File: src/rtl/vrow_ctrl.sv
// Vertical row controller: turns vcount's per-line flags into sync/visible levels,
// glyph/character row counters, the row base address and one fetch request per row.
module vrow_ctrl #(
    parameter int unsigned TEXT_COLS = 80,
    parameter int unsigned TEXT_ROWS = 30,
    parameter int unsigned GLYPH_H   = 16,
    parameter int unsigned ADDR_W    = 13,
    parameter logic        VSYNC_POL = 1'b0
) (
    input  logic              clk,
    input  logic              nrst,
    input  logic              vCountIncr,
    input  logic              vBeginPulse,
    input  logic              vEndPulse,
    input  logic              vVisEnd,
    input  logic              vCountEnd,
    input  logic              fetchAck,
    output logic              vSync,
    output logic              vVisible,
    output logic [3:0]        glyphRow,
    output logic [4:0]        charRow,
    output logic [ADDR_W-1:0] rowBaseAddr,
    output logic              fetchReq,
    output logic [ADDR_W-1:0] fetchAddr,
    output logic              frameStart,
    output logic              fetchOverrun
);

    localparam logic [3:0]        GLYPH_LAST = 4'(GLYPH_H - 1);
    localparam logic [4:0]        ROW_LAST   = 5'(TEXT_ROWS - 1);
    localparam logic [ADDR_W-1:0] COLS_INC   = ADDR_W'(TEXT_COLS);

    logic              vsync_q,       vsync_d;
    logic              visible_q,     visible_d;
    logic [3:0]        glyph_row_q,   glyph_row_d;
    logic [4:0]        char_row_q,    char_row_d;
    logic [ADDR_W-1:0] row_base_q,    row_base_d;
    logic              fetch_req_q,   fetch_req_d;
    logic [ADDR_W-1:0] fetch_addr_q,  fetch_addr_d;
    logic              frame_start_q, frame_start_d;
    logic              overrun_q,     overrun_d;
    logic              trig;

    always_comb begin
        vsync_d       = vsync_q;
        visible_d     = visible_q;
        glyph_row_d   = glyph_row_q;
        char_row_d    = char_row_q;
        row_base_d    = row_base_q;
        fetch_req_d   = fetch_req_q;
        fetch_addr_d  = fetch_addr_q;
        frame_start_d = 1'b0;
        overrun_d     = overrun_q;
        trig          = 1'b0;

        // End of sync takes priority over begin when both flags are high.
        if (vEndPulse) begin
            vsync_d = ~VSYNC_POL;
        end else if (vBeginPulse) begin
            vsync_d = VSYNC_POL;
        end

        if (vCountIncr) begin
            if (vCountEnd) begin
                visible_d     = 1'b1;
                glyph_row_d   = '0;
                char_row_d    = '0;
                row_base_d    = '0;
                frame_start_d = 1'b1;
                trig          = 1'b1;
            end else if (vVisEnd) begin
                visible_d = 1'b0;
            end else if (visible_q) begin
                if (glyph_row_q < GLYPH_LAST) begin
                    glyph_row_d = glyph_row_q + 4'd1;
                end else begin
                    glyph_row_d = '0;
                    if (char_row_q < ROW_LAST) begin
                        char_row_d = char_row_q + 5'd1;
                        row_base_d = row_base_q + COLS_INC;
                        trig       = 1'b1;
                    end
                end
            end
        end

        // A new trigger supersedes an ack landing on the same edge.
        if (trig) begin
            fetch_req_d  = 1'b1;
            fetch_addr_d = row_base_d;
            if (fetch_req_q && !fetchAck) begin
                overrun_d = 1'b1;
            end
        end else if (fetch_req_q && fetchAck) begin
            fetch_req_d = 1'b0;
        end
    end

    always_ff @(posedge clk) begin
        if (!nrst) begin
            vsync_q       <= ~VSYNC_POL;
            visible_q     <= 1'b0;
            glyph_row_q   <= '0;
            char_row_q    <= '0;
            row_base_q    <= '0;
            fetch_req_q   <= 1'b0;
            fetch_addr_q  <= '0;
            frame_start_q <= 1'b0;
            overrun_q     <= 1'b0;
        end else begin
            vsync_q       <= vsync_d;
            visible_q     <= visible_d;
            glyph_row_q   <= glyph_row_d;
            char_row_q    <= char_row_d;
            row_base_q    <= row_base_d;
            fetch_req_q   <= fetch_req_d;
            fetch_addr_q  <= fetch_addr_d;
            frame_start_q <= frame_start_d;
            overrun_q     <= overrun_d;
        end
    end

    assign vSync        = vsync_q;
    assign vVisible     = visible_q;
    assign glyphRow     = glyph_row_q;
    assign charRow      = char_row_q;
    assign rowBaseAddr  = row_base_q;
    assign fetchReq     = fetch_req_q;
    assign fetchAddr    = fetch_addr_q;
    assign frameStart   = frame_start_q;
    assign fetchOverrun = overrun_q;

endmodule

File: config.mk
export PLATFORM = sky130hd
export DESIGN_NAME = vrow_ctrl
export DESIGN_NICKNAME = d
export VERILOG_FILES = /design/src/rtl/vrow_ctrl.sv
export SDC_FILE = /design/constraint.sdc
export NUM_CORES = 1
export LEC_CHECK = 0
export ABC_AREA = 0
export CAP_MARGIN = 15
export CORE_UTILIZATION = 42
export DETAILED_ROUTE_END_ITERATION = 10
export GPL_TIMING_DRIVEN = 0
export HOLD_SLACK_MARGIN = 0.02
export PLACE_DENSITY_LB_ADDON = 0.08
export SYNTH_ARGS = -nofsm -noshare
export SYNTH_HDL_FRONTEND = slang
export SYNTH_SLANG_ARGS = --single-unit
export TNS_END_PERCENT = 30
File: constraint.sdc
create_clock -name clk -period 1.65 [get_ports clk]
set_clock_uncertainty 0.15 [all_clocks]
set_input_delay 0.495 -clock clk [delete_from_list [all_inputs] [get_ports clk]]
set_output_delay 0.495 -clock clk [all_outputs]
set_load 0.02 [all_outputs]
# == Word level (Yosys, flattened, before mapping) ==
# Cells that the tools add are included.
# Widths: inputs -> output; s select.
# word_totals
regBits,40
in_bits,8
elab_cells,56
# classes
addsub,3
magnitude_cmp,2
n_eq_ne,2
mux,26
bitwise_logic,1
reduce_logical,13
# ops
cell,n
$mux 13,6
$mux 5,5
$mux 4,4
$add 13x7->13 const B,1
$mux 1,11
$reduce_bool 2->1,4
$reduce_and 2->1,3
$add 5x1->5 const B,1
$lt 5x5->1 const B,1
$reduce_and 5->1,1
$add 4x1->4 const B,1
$lt 4x4->1 const B,1
$reduce_and 3->1,1
$logic_and 1x1->1,2
$ne 2x1->1 const B,1
$ne 2x2->1 const B,1
$reduce_or 2->1,1
$logic_not 1->1,1
$not 1->1,1

# == Longest topological paths before layout ==
# logic_depth
ltp_word,8
ltp_mapped,8
depth_no_buf,5

# == Worst setup path before layout ==
# Ideal clock, no wire load.
# synth_timing
path_type,register to register
startpoint,"reg row_base_q[4], in the netlist rowBaseAddr[4]"
endpoint,"reg row_base_q[12], in the netlist rowBaseAddr[12]"
t_arrival_ns,1.709
required_time_ns,1.430
setup_slack_ns,-0.278
path_stages_with_launch,6
period_less_slack_ns,1.928
cell_sequence,dfxtp_1 > ha_1 > o21ai_2 > or3_1 > or3_1 > a21oi_1
# synth_via
elab_chain_cells,7
# synth_lines
item,line,rtl
start: declaration,37,"logic [ADDR_W-1:0] row_base_q, row_base_d;"
start signal: assignment,115,row_base_q <= row_base_d;
$add 13x7->13,80,row_base_d = row_base_q + COLS_INC;
$mux 13,78,if (char_row_q < ROW_LAST) begin
$mux 13,74,if (glyph_row_q < GLYPH_LAST) begin
$mux 13,73,end else if (visible_q) begin
$mux 13,71,end else if (vVisEnd) begin
$mux 13,64,if (vCountEnd) begin
$mux 13,63,if (vCountIncr) begin
# No other way between the ends.
# A chain may end at the register's enable or synchronous reset.

# == Final worst setup path ==
# layout_timing
startpoint,"reg glyph_row_q[1], in the netlist glyphRow[1]"
endpoint,"reg row_base_q[6], in the netlist rowBaseAddr[6]"
# layout_via
elab_chain_cells,6
# layout_lines
item,line,rtl
start: declaration,35,"logic [3:0] glyph_row_q, glyph_row_d;"
start signal: assignment,113,glyph_row_q <= glyph_row_d;
$lt 4x4->1,74,
$mux 13,74,
$mux 13,73,
$mux 13,71,
$mux 13,64,
$mux 13,63,
# No other way between the ends.

==> qor.csv <==
metric,value,unit
clock-root-buffer,clkbuf_8,
cts_max_path_buffers,2,
pin_count,48,
coreArea,3744,µm²
grt_pass1_wl,7134,µm
finalHoldViolCount,0,
grt_start_max_net_pins,14,
wl_per_cell,14.25,µm
min_period,1658,ps
rows,22,
fp.dieW,65.25,µm
p_comb_share,5.0,%
arrival,1690,ps
dr.pass1.iters,4,
first_global_vias,1535,
viasPerCell,5.232,
crit_required,1690,ps
drtIter0Drc,51,
tightestPinTransition,394.6,ps
synth_area_leaders,"dfxtp_1, a21oi_1, nand2_1",
fin_tns_setup,-17.08,ps
clock_latency,300,ps
drv_slew,0,
violations,setup timing,
clock_power_share,41.6,%
die_y,65.25,µm
run_status,"complete, but fails checks",
yosys.area.top_type,dfxtp_1,
rsz0062_at_grt,yes,
cts_tree,built,
grt_overflow,0,
ys_seq_elements,40,
postCtsHoldBufs,0,
syn_avg_cell_area,8.986,µm²
drive_gt1_share,34.25,%
start_util,44.89,%
intPower,0.001380,W
dieArea,4258,µm²
setup_viol,3,
htreeDepth,2,
cts.reportedPaths.clkPinSlew,80,ps
critical_path_class,flip-flop to flip-flop,
min_period_over_period,100.5,%
area_delta_synth_final,51.00,%
dr_total_vias,1580,
yosysTopAreaCellShare,47.65,%
synth.yosys.warnings,0,
relSlewSlack,73.69,%
yosysSeqAreaShare,47.65,%
max_stage_delay,380,ps
cp-end-kind,flip-flop,
route.detailed.drc,0,
seqPwrFrac,53.4,%
critPathMaxFanout,10,
crit_family,simple AND/OR/NAND/NOR gates,
fin_nets,264,
antennaDiodeCount,0,
cp_num_buf_inv,2,
wirelength,4302,µm
port_buffers,47,
vdd_drop_max,0.5496,mV
pwr_density_cell,709.2,nW/µm²
fin_ws,-7.918,ps
hold_path_class,flip-flop to flip-flop,
fillCellCount,315,
ys_types,41,
dp_hpwl,2852,µm
grt.total_usage,21.74,%
cts_sinks,40,
syn_nets,198,
final_util,67.78,%
antenna_left,0,
leakagePower,1.012,nW
swShare,23.30,%
syn_inst,187,
p_switching,0.0004193,W
gp_congestion,0.7516,
cp_slowest_cell,dfxtp_4,
cts_buffers,5,
cap_violations,0,
antenna_found_initial,0,
fmax,603.2,MHz
startpoint_type,flip-flop,
worstPathCellList,"ha_4, and3_4, nand3_4, buf_6, buf_8, o211ai_1, nand2_1",
syn_area,1680,µm²
## sequential cells by signal, summed over array words and instances, names as in the netlist
name,count
fetchReq,1
fetchOverrun,1
rowBaseAddr,13
vVisible,1
fetchAddr,13
vSync,1
charRow,5
frameStart,1
glyphRow,4
## power by group through the flow
stage	Sequential (W)	Clock [W]	Combinational, W
finish	0.000961	0.000748	0.0000907
global route	0.000962	0.000790	0.0000998
CTS	0.000966	0.000759	0.0000900
detailed placement	0.000989	0	0.0000848
global placement	0.000989	0	0.0000832
floorplan	0.000996	0	0.0000326
## metal layers
| metal | vias to the layer above | wire length (µm) | global-route usage [%] |
|---|---|---|---|
| met2 | 46 | 2089 | 36.21 |
| met3 | 4 | 203 | 4.688 |
| li1 | 795 | - | - |
| met4 | 0 | 42 | 5.707 |
| met5 | - | 0 | 0 |
| met1 | 735 | 1966 | 28.29 |
## synthesized netlist by cell type (all sizes together)
library cell and instances:
a32oi 1, o2bb2ai 1, and3b 1, or4 5
nor2 10, inv 3, buf 7, a21oi 22
nand3 5, o211ai 3, and3 8, xnor2 5
a31oi 1, and2 1, dfxtp 40, o2111ai 2
nand2b 2, clkbuf 3, a211o 1, nand4 1
xor2 6, o21a 1, nand3b 2, a211oi 2
nor3 2, nand2 28, or3 4, or2 1
o31ai 2, o21ai 10, nand4b 2, ha 3
mux2i 2
## area by class of cell
| cell class | instances | area, µm² | share of cell area [%] |
|---|---|---|---|
| repair buffers | 61 | 535.5 | 21.10 |
| inverters | 3 | 11.26 | 0.4438 |
| flip-flops and latches | 40 | 843.3 | 33.23 |
| clock buffers | 6 | 93.84 | 3.698 |
| plain buffers | 8 | 75.07 | 2.959 |
| multi-input cells | 134 | 905.9 | 35.70 |
| well taps | 48 | 60.06 | 2.367 |
| clock inverters | 2 | 12.51 | 0.4931 |
## through the flow
step | total power (W) | hold WS, ps | setup slack, ps | cell area (µm²) | instances
after floorplan | 0.001029 | 365.1 | -22.01 | 1772 | 187
after global placement | 0.001072 | 288.7 | -972.2 | 2302 | 282
after detailed placement | 0.001074 | 297.0 | -1016 | 2302 | 282
after CTS | 0.001815 | 303.3 | -58.78 | 2519 | 299
after global routing | 0.001852 | 326.0 | -98.15 | 2537 | 302
final | 0.001800 | 301.5 | -7.918 | 2537 | 302
## placed cells by master, fill, tap and decap left out, types with 5 or more instances in the layout
cell type | synthesis | routed
dlygate4sd2_1 | 0 | 12
nand2_1 | 28 | 26
nor2_1 | 10 | 10
dfxtp_1 | 40 | 22
xor2_1 | 6 | 6
clkbuf_8 | 0 | 5
dfxtp_4 | 0 | 8
o21ai_1 | 0 | 6
clkbuf_2 | 1 | 7
clkdlybuf4s15_2 | 0 | 13
clkdlybuf4s15_1 | 0 | 9
or4_1 | 5 | 5
a21oi_1 | 21 | 19
buf_4 | 1 | 15
and3_1 | 8 | 6
dfxtp_2 | 0 | 10
## worst paths after layout
| path | startpoint | to | slack, ps | cells after the start |
|---|---|---|---|---|
| hold reg to reg | fetchAddr[7] | fetchAddr[7] | 300 | 2 |
| hold / removal | fetchAddr[7] | fetchAddr[7] | 300 | 2 |
| setup reg to reg | glyphRow[1] | rowBaseAddr[6] | -8 | 7 |
| setup / recovery | glyphRow[1] | rowBaseAddr[6] | -8 | 7 |
## repair_timing
item / in CTS / in global routing
buffers inserted: 8 / 4
pin swaps: 4 / 7
setup endpoints to repair: 71 / 40
gates resized for setup: 102 / 31
gates cloned: 2 / 0
## tightest hold or removal path: stages (launching register included)
cell and delay (ps):
dfxtp_1 310, nand2_1 50, a21oi_1 50
## cells by family (layout without fill, tap and decap cells)
family	count (synthesis)	after routing	share of synthesized area [%]
AND/OR/NAND/NOR	72	72	22.34
XOR/XNOR	11	11	5.733
AO/OA/AOI/OAI	46	46	16.90
adder cells (fa/ha/maj)	3	3	2.234
multiplexers	2	2	1.191
flip-flops	40	40	47.65
buffers and inverters	13	80	3.946
No activity file was read; power rests on OpenSTA's default activity.
